==> config.mk <==
export PLATFORM = sky130hd
export DESIGN_NAME = mul_share_ctrl_flat
export DESIGN_NICKNAME = d
export VERILOG_FILES = /design/src/rtl/mul_pkg.sv /design/src/rtl/mul_share_ctrl_if.sv /design/src/rtl/mul_rr_arbiter.sv /design/src/rtl/mul_share_ctrl.sv /design/src/flat_wrapper.sv
export SDC_FILE = /design/constraint.sdc
export NUM_CORES = 1
export LEC_CHECK = 0
export ABC_AREA = 1
export BUFFER_PORTS_ARGS = -buffer_cell sky130_fd_sc_hd__buf_2
export CELL_PAD_IN_SITES_DETAIL_PLACEMENT = 0
export CELL_PAD_IN_SITES_GLOBAL_PLACEMENT = 1
export CORE_MARGIN = 1
export CORE_UTILIZATION = 31
export CTS_BUF_LIST = sky130_fd_sc_hd__clkbuf_4 sky130_fd_sc_hd__clkbuf_8 sky130_fd_sc_hd__clkbuf_16
export DETAILED_ROUTE_END_ITERATION = 6
export GPL_ROUTABILITY_DRIVEN = 0
export GPL_TIMING_DRIVEN = 0
export PLACE_DENSITY = 0.95
export SKIP_CTS_REPAIR_TIMING = 1
export SYNTH_ARGS = -nofsm -noshare
export SYNTH_HDL_FRONTEND = slang
export SYNTH_SLANG_ARGS = --single-unit
export TNS_END_PERCENT = 10
==> constraint.sdc <==
create_clock -name clk -period 3.8 [get_ports clk]
set_input_delay 0.19 -clock clk [delete_from_list [all_inputs] [get_ports clk]]
set_output_delay 0.19 -clock clk [all_outputs]
set_load 0.01 [all_outputs]
==> src/rtl/mul_pkg.sv <==
// mul_pkg: shared widths, controller state encoding and id-width helper
package mul_pkg;
    localparam int WIDTH     = 8;
    localparam int OUT_WIDTH = 2 * WIDTH;

    typedef enum logic [1:0] {IDLE, WAIT, RESP} state_t;

    function automatic int id_w(input int n);
        return (n > 1) ? $clog2(n) : 1;
    endfunction
endpackage

==> src/rtl/mul_share_ctrl_if.sv <==
// mul_share_ctrl_if: requester/response bundle and multiplier-core bundle
interface mul_req_if #(
    parameter int WIDTH = mul_pkg::WIDTH,
    parameter int NREQ  = 4
);
    logic [NREQ-1:0]                req_valid;
    logic [NREQ*WIDTH-1:0]          req_a;
    logic [NREQ*WIDTH-1:0]          req_b;
    logic [NREQ-1:0]                req_ready;
    logic                           resp_valid;
    logic                           resp_ready;
    logic [mul_pkg::id_w(NREQ)-1:0] resp_id;
    logic [2*WIDTH-1:0]             resp_o;

    modport master (
        output req_valid, req_a, req_b, resp_ready,
        input  req_ready, resp_valid, resp_id, resp_o
    );
    modport slave (
        input  req_valid, req_a, req_b, resp_ready,
        output req_ready, resp_valid, resp_id, resp_o
    );
endinterface

interface mul_core_if #(
    parameter int WIDTH = mul_pkg::WIDTH
);
    logic               mul_in_valid;
    logic [WIDTH-1:0]   mul_a;
    logic [WIDTH-1:0]   mul_b;
    logic               mul_in_ready;
    logic               mul_out_valid;
    logic [2*WIDTH-1:0] mul_o;

    modport master (
        output mul_in_valid, mul_a, mul_b,
        input  mul_in_ready, mul_out_valid, mul_o
    );
    modport slave (
        input  mul_in_valid, mul_a, mul_b,
        output mul_in_ready, mul_out_valid, mul_o
    );
endinterface

==> src/rtl/mul_rr_arbiter.sv <==
// mul_rr_arbiter: combinational round-robin pick starting at ptr
module mul_rr_arbiter
    import mul_pkg::*;
#(
    parameter int NREQ = 4,
    parameter int IW   = id_w(NREQ)
) (
    input  logic [NREQ-1:0] req,
    input  logic [IW-1:0]   ptr,
    output logic [NREQ-1:0] gnt,
    output logic [IW-1:0]   idx,
    output logic            any
);
    logic [NREQ-1:0] rot;
    logic [IW:0]     sum;

    // Rotate so bit 0 is the pointer slot; the lowest set bit of the rotated vector wins
    always_comb begin
        rot = NREQ'({req, req} >> ptr);
        sum = '0;
        for (int k = NREQ - 1; k >= 0; k--)
            if (rot[k]) sum = {1'b0, ptr} + (IW+1)'(k);
        idx = (sum >= (IW+1)'(NREQ)) ? IW'(sum - (IW+1)'(NREQ)) : IW'(sum);
        any = |req;
        gnt = any ? (NREQ'(1) << idx) : '0;
    end
endmodule

==> src/rtl/mul_share_ctrl.sv <==
// mul_share_ctrl: round-robin sharing of one multiplier core with tagged responses and watchdog
module mul_share_ctrl
    import mul_pkg::*;
#(
    parameter int WIDTH   = mul_pkg::WIDTH,
    parameter int NREQ    = 4,
    parameter int TIMEOUT = 2 * WIDTH + 4
) (
    input  logic       clk,
    input  logic       rst_n,
    mul_req_if.slave   req,
    mul_core_if.master core,
    output logic       timeout_err,
    output logic       spurious_err
);
    localparam int IW = id_w(NREQ);
    localparam int OW = 2 * WIDTH;
    localparam int TW = $clog2(TIMEOUT + 1);

    state_t          state_q, state_d;
    logic [IW-1:0]   rr_q, rr_d, id_q, id_d, gnt_idx;
    logic [OW-1:0]   res_q, res_d;
    logic [TW-1:0]   wdog_q, wdog_d;
    logic            tout_q, tout_d, spur_q, spur_d;
    logic [NREQ-1:0] gnt;
    logic            any, issue, resp_v;
    logic [WIDTH-1:0] sel_a, sel_b;

    mul_rr_arbiter #(.NREQ(NREQ)) u_arb (
        .req (req.req_valid),
        .ptr (rr_q),
        .gnt (gnt),
        .idx (gnt_idx),
        .any (any)
    );

    // Issue only from IDLE with an idle core; response fields are zero outside RESP
    always_comb begin
        sel_a = '0;
        sel_b = '0;
        for (int i = 0; i < NREQ; i++)
            if (gnt[i]) begin
                sel_a = req.req_a[i*WIDTH +: WIDTH];
                sel_b = req.req_b[i*WIDTH +: WIDTH];
            end
        issue             = (state_q == IDLE) && any && core.mul_in_ready;
        resp_v            = (state_q == RESP);
        core.mul_in_valid = issue;
        core.mul_a        = issue ? sel_a : '0;
        core.mul_b        = issue ? sel_b : '0;
        req.req_ready     = issue ? gnt : '0;
        req.resp_valid    = resp_v;
        req.resp_id       = resp_v ? id_q : '0;
        req.resp_o        = resp_v ? res_q : '0;
    end

    assign timeout_err  = tout_q;
    assign spurious_err = spur_q;

    // Next state, watchdog and capture; finishes in IDLE are stale and dropped silently
    always_comb begin
        state_d = state_q;
        rr_d    = rr_q;
        id_d    = id_q;
        res_d   = res_q;
        wdog_d  = wdog_q;
        tout_d  = tout_q;
        spur_d  = spur_q;
        unique case (state_q)
            IDLE: if (issue) begin
                id_d    = gnt_idx;
                rr_d    = (gnt_idx == IW'(NREQ - 1)) ? '0 : gnt_idx + 1'b1;
                wdog_d  = '0;
                state_d = WAIT;
            end
            WAIT: begin
                wdog_d = (wdog_q == TW'(TIMEOUT)) ? wdog_q : wdog_q + 1'b1;
                if (core.mul_out_valid) begin
                    res_d   = core.mul_o;
                    state_d = RESP;
                end else if (wdog_q == TW'(TIMEOUT - 1)) tout_d = 1'b1;
            end
            RESP: begin
                if (core.mul_out_valid) spur_d = 1'b1;
                if (req.resp_ready) state_d = IDLE;
            end
            default: state_d = IDLE;
        endcase
    end

    // State and capture registers
    always_ff @(posedge clk or negedge rst_n)
        if (!rst_n) begin
            state_q <= IDLE;
            rr_q    <= '0;
            id_q    <= '0;
            res_q   <= '0;
            wdog_q  <= '0;
            tout_q  <= 1'b0;
            spur_q  <= 1'b0;
        end else begin
            state_q <= state_d;
            rr_q    <= rr_d;
            id_q    <= id_d;
            res_q   <= res_d;
            wdog_q  <= wdog_d;
            tout_q  <= tout_d;
            spur_q  <= spur_d;
        end
endmodule

==> src/flat_wrapper.sv <==
// flat-port wrapper written by rule: the top's interface ports become plain ports
module mul_share_ctrl_flat import mul_pkg::*;
#(
    parameter int WIDTH   = mul_pkg::WIDTH,
    parameter int NREQ    = 4,
    parameter int TIMEOUT = 2 * WIDTH + 4
)
  (clk, rst_n, timeout_err, spurious_err, req_req_valid, req_req_a, req_req_b, req_resp_ready, req_req_ready, req_resp_valid, req_resp_id, req_resp_o, core_mul_in_valid, core_mul_a, core_mul_b, core_mul_in_ready, core_mul_out_valid, core_mul_o);
  mul_req_if #(.WIDTH(WIDTH), .NREQ(NREQ)) req_i ();
  mul_core_if #(.WIDTH(WIDTH)) core_i ();
  input  logic clk;
  input  logic rst_n;
  output logic timeout_err;
  output logic spurious_err;
  input wire logic [$bits(req_i.req_valid)-1:0] req_req_valid;
  input wire logic [$bits(req_i.req_a)-1:0] req_req_a;
  input wire logic [$bits(req_i.req_b)-1:0] req_req_b;
  input wire logic [$bits(req_i.resp_ready)-1:0] req_resp_ready;
  output wire logic [$bits(req_i.req_ready)-1:0] req_req_ready;
  output wire logic [$bits(req_i.resp_valid)-1:0] req_resp_valid;
  output wire logic [$bits(req_i.resp_id)-1:0] req_resp_id;
  output wire logic [$bits(req_i.resp_o)-1:0] req_resp_o;
  output wire logic [$bits(core_i.mul_in_valid)-1:0] core_mul_in_valid;
  output wire logic [$bits(core_i.mul_a)-1:0] core_mul_a;
  output wire logic [$bits(core_i.mul_b)-1:0] core_mul_b;
  input wire logic [$bits(core_i.mul_in_ready)-1:0] core_mul_in_ready;
  input wire logic [$bits(core_i.mul_out_valid)-1:0] core_mul_out_valid;
  input wire logic [$bits(core_i.mul_o)-1:0] core_mul_o;
  assign req_i.req_valid = req_req_valid;
  assign req_i.req_a = req_req_a;
  assign req_i.req_b = req_req_b;
  assign req_i.resp_ready = req_resp_ready;
  assign req_req_ready = req_i.req_ready;
  assign req_resp_valid = req_i.resp_valid;
  assign req_resp_id = req_i.resp_id;
  assign req_resp_o = req_i.resp_o;
  assign core_mul_in_valid = core_i.mul_in_valid;
  assign core_mul_a = core_i.mul_a;
  assign core_mul_b = core_i.mul_b;
  assign core_i.mul_in_ready = core_mul_in_ready;
  assign core_i.mul_out_valid = core_mul_out_valid;
  assign core_i.mul_o = core_mul_o;
  mul_share_ctrl #(.WIDTH(WIDTH), .NREQ(NREQ), .TIMEOUT(TIMEOUT)) u_core (.clk(clk), .rst_n(rst_n), .req(req_i), .core(core_i), .timeout_err(timeout_err), .spurious_err(spurious_err));
endmodule
==> out/qor.yml <==
clock_tree:
  clk_path_buf_depth: 2
  clkSlewWorstSetupHoldPaths_ps: 60
  tritoncts: "built"
  clk_latency_ps: 280
  numClockSinks: 29
  cts_root_buf: "clkbuf_8"
  cts_buffers: 5
  h-tree-depth: 2
synthesis:
  synth_compound_area_frac: 0.0601
  synth_area_um2: 2290
  synth_cell_types: 25
  async_reset_ff_frac: 1.00
  synthAdderAreaFrac: 0.0328
  synth_warnings: 0
  yosys.area.top_type: "dfrtp_1"
  synth_top_cell_area_share: 0.317
  synth_common_cells: "nand2_1 (103), nor2_1 (77), nand3_1 (48)"
  syn-num-nets: 467
  synth.most_common_cell: "nand2_1"
  syn_avg_cell_area_um2: 6.16
  post_synth_mux_area_share: 0
  ys_ff_latch: 29
  synthTopCellsByArea: "dfrtp_1 (32%), nand2_1 (17%), nor2_1 (13%), nand3_1 (10%), inv_1 (5.6%)"
  synth-xor-area-share: 0.0115
  synth_edf_count: 0
  synthSimpleGateAreaFrac: 0.476
  synth-main-ff-cell: "dfrtp_1"
  synth_top_family_by_area: "simple AND/OR/NAND/NOR gates"
  ys_seq_area_frac: 0.317
  synthCells: 372
die:
  core_um2: 6980
  num_rows: 30
  dieWidth_um: 88.0
  io_pins: 131
  dieArea_um2: 7740
  start_util: 0.328
  die_h_um: 88.0
detailed_routing:
  first_iter_violations: 75
  drt-wirelength-per-cell_um: 11.6
  routed_wl_um: 7030
  vias_per_cell: 4.61
  postRouteAntennaNets: 0
  num_vias: 2796
  route.detailed.drc: 0
  first_pass_iters: 4
grt:
  grt_pass1_vias: 2584
  grt_overflow: 0
  track_usage: 0.180
  grt_max_degree: 30
  antenna_found_initial: 0
  grt_pass1_wl_um: 11000
timing:
  fmax_ghz: 0.311
  clock_skew_ps: 6.42
  hold_viol_final: 0
  maxSlewViolCount: 0
  rsz0062_at_grt: "false"
  tns_ps: 0
  min_period_ps: 3210
  setup_viol_count_final: 0
  worst_pin_slew_ps: 647
  layout_worst_path_cycle_share: 0.846
  slew_headroom: 0.569
power_and_ir_drop:
  p_int_uw: 1230
  power_leakage_uw: 0.00194
  p_sw_frac: 0.519
  power_frac_seq: 0.191
  p_comb_frac: 0.699
  power_density_nw_per_um2: 803
  peakVddDrop_mv: 0.357
  power_switching_uw: 1320
  clkPwrFrac: 0.110
  fin_total_pwr_uw: 2550
worst_setup_path:
  crit_path_top_delay_cell: "clkbuf_1"
  worst-path-max-fanout: 10
  critPathMaxStageDelay_ps: 390
  cp-start-kind: "flip-flop"
  rr_worst_depth: 12
  crit_type: "reg2out"
  crit_chain: "buf_2 > inv_2 > nand2_1 > nand3_1 > nand2_1 > inv_1 > nand2_1 > nand2_1 > nand2_1 > inv_1 > ha_1 > buf_1 > clkbuf_1 > nand4_1 > nand3_1 > nand2_1 > nand2_1 > buf_2"
  crit_top_cell: "nand2_1"
  arrival_ps: 3020
  crit_path_end_kind: "output pin"
  crit_required_ps: 3610
hold_path:
  min_delay_path_depth: 2
  hold_path_class: "in2reg"
final_layout:
  antennaDiodeCount: 0
  nNetsFinal: 605
  syn_to_final_growth_pct: 38.5
  drive_above_1_share: 0.303
job:
  max_cap_violations: 0
placement:
  io_buffers: 130
  hpwl_um: 5680
status:
  status: "finished clean"
## cell families (layout without fill, tap and decap cells)
| kind of cell | Yosys count | after routing |
|---|---|---|
| and+or+nand+nor | 251 | 251 |
| buffers and inverters | 57 | 196 |
| DFF | 29 | 29 |
| AOI/OAI and AO/OA | 26 | 26 |
| adders and majority gates | 6 | 6 |
| xor gates and xnor gates | 3 | 3 |
## final timing paths
check	to	slack, ps	startpoint
min reg2reg	u_core.spurious_err$_DFFE_PN0P_	470	u_core.spurious_err$_DFFE_PN0P_
max reg2reg	u_core.rr_q[1]$_DFFE_PN0P_	1920	u_core.rr_q[0]$_DFFE_PN0P_
max in group asynchronous	u_core.rr_q[0]$_DFFE_PN0P_	2910	rst_n
min in group asynchronous	u_core.res_q[12]$_DFFE_PN0P_	470	rst_n
max	core_mul_a[4]	590	u_core.rr_q[0]$_DFFE_PN0P_
min	u_core.state_q[1]$_DFFE_PN0P_	100	req_resp_ready
## critical path, delay by kind of cell, from the launching register on
kind,cells,cell delay [ps]
AND/OR/NAND/NOR,10,950
buffers and inverters,7,1300
flip-flops,1,350
adder cells (fa/ha/maj),1,140
## per-stage QoR
stage          utilization  hold slack [ps]  cell area (um^2)  instances  worst slack, ps
6_report             0.454              103              3170        607              587
5_1_grt              0.454              107              3170        607              278
4_1_cts              0.453            -44.1              3160        606              624
3_5_place_dp         0.439              262              3060        598              934
3_3_place_gp         0.439              255              3060        598             1010
2_1_floorplan            -             -106              2290        372             1440
## cell usage in the layout (no fill, tap or decap), drive strengths merged
| cell | synthesis | layout |
|---|---|---|
| nor2 | 78 | 78 |
| inv | 37 | 37 |
| nor3 | 1 | 1 |
| a41o | 1 | 1 |
| dfrtp | 29 | 29 |
| o21ai | 8 | 8 |
| nand4 | 18 | 18 |
| xor2 | 3 | 3 |
| nand3b | 1 | 1 |
| nand2 | 104 | 104 |
| a21o | 1 | 1 |
| nand3 | 49 | 49 |
| clkinv | 2 | 3 |
| clkbuf | 4 | 11 |
| buf | 14 | 144 |
| ha | 6 | 6 |
| a21oi | 16 | 16 |
| dlygate4sd3 | 0 | 1 |
## state kept, by name, summed over array words and instances, names as in the netlist
register,flops
u_core.timeout_err,1
u_core.res_q,16
u_core.rr_q,2
u_core.id_q,2
u_core.wdog_q,5
u_core.spurious_err,1
u_core.state_q,2
## power by group through the flow
stage	clock network (uW)	logic, uW	registers [uW]
6_report	280	1780	488
5_1_grt	303	2030	502
4_1_cts	289	1780	490
3_5_place_dp	0	1770	494
3_3_place_gp	0	1750	488
2_1_floorplan	0	1280	480
## area by class of cell
class                      instances  area (um^2)
inverter                          39          146
timing repair buffer             131          661
clock buffer                       7         96.3
fill                             757         3810
buffer                            18         88.8
multi-input combinational        286         1330
tap                               96          120
sequential                        29          726
clock inverter                     1         5.00
## routing by layer
metal	global-route usage	wire length, um
met1	0.196	3020
met2	0.341	3380
met3	0.0452	590
met4	0.0492	33
met5	0	0
No activity file was read; power rests on OpenSTA's default activity.
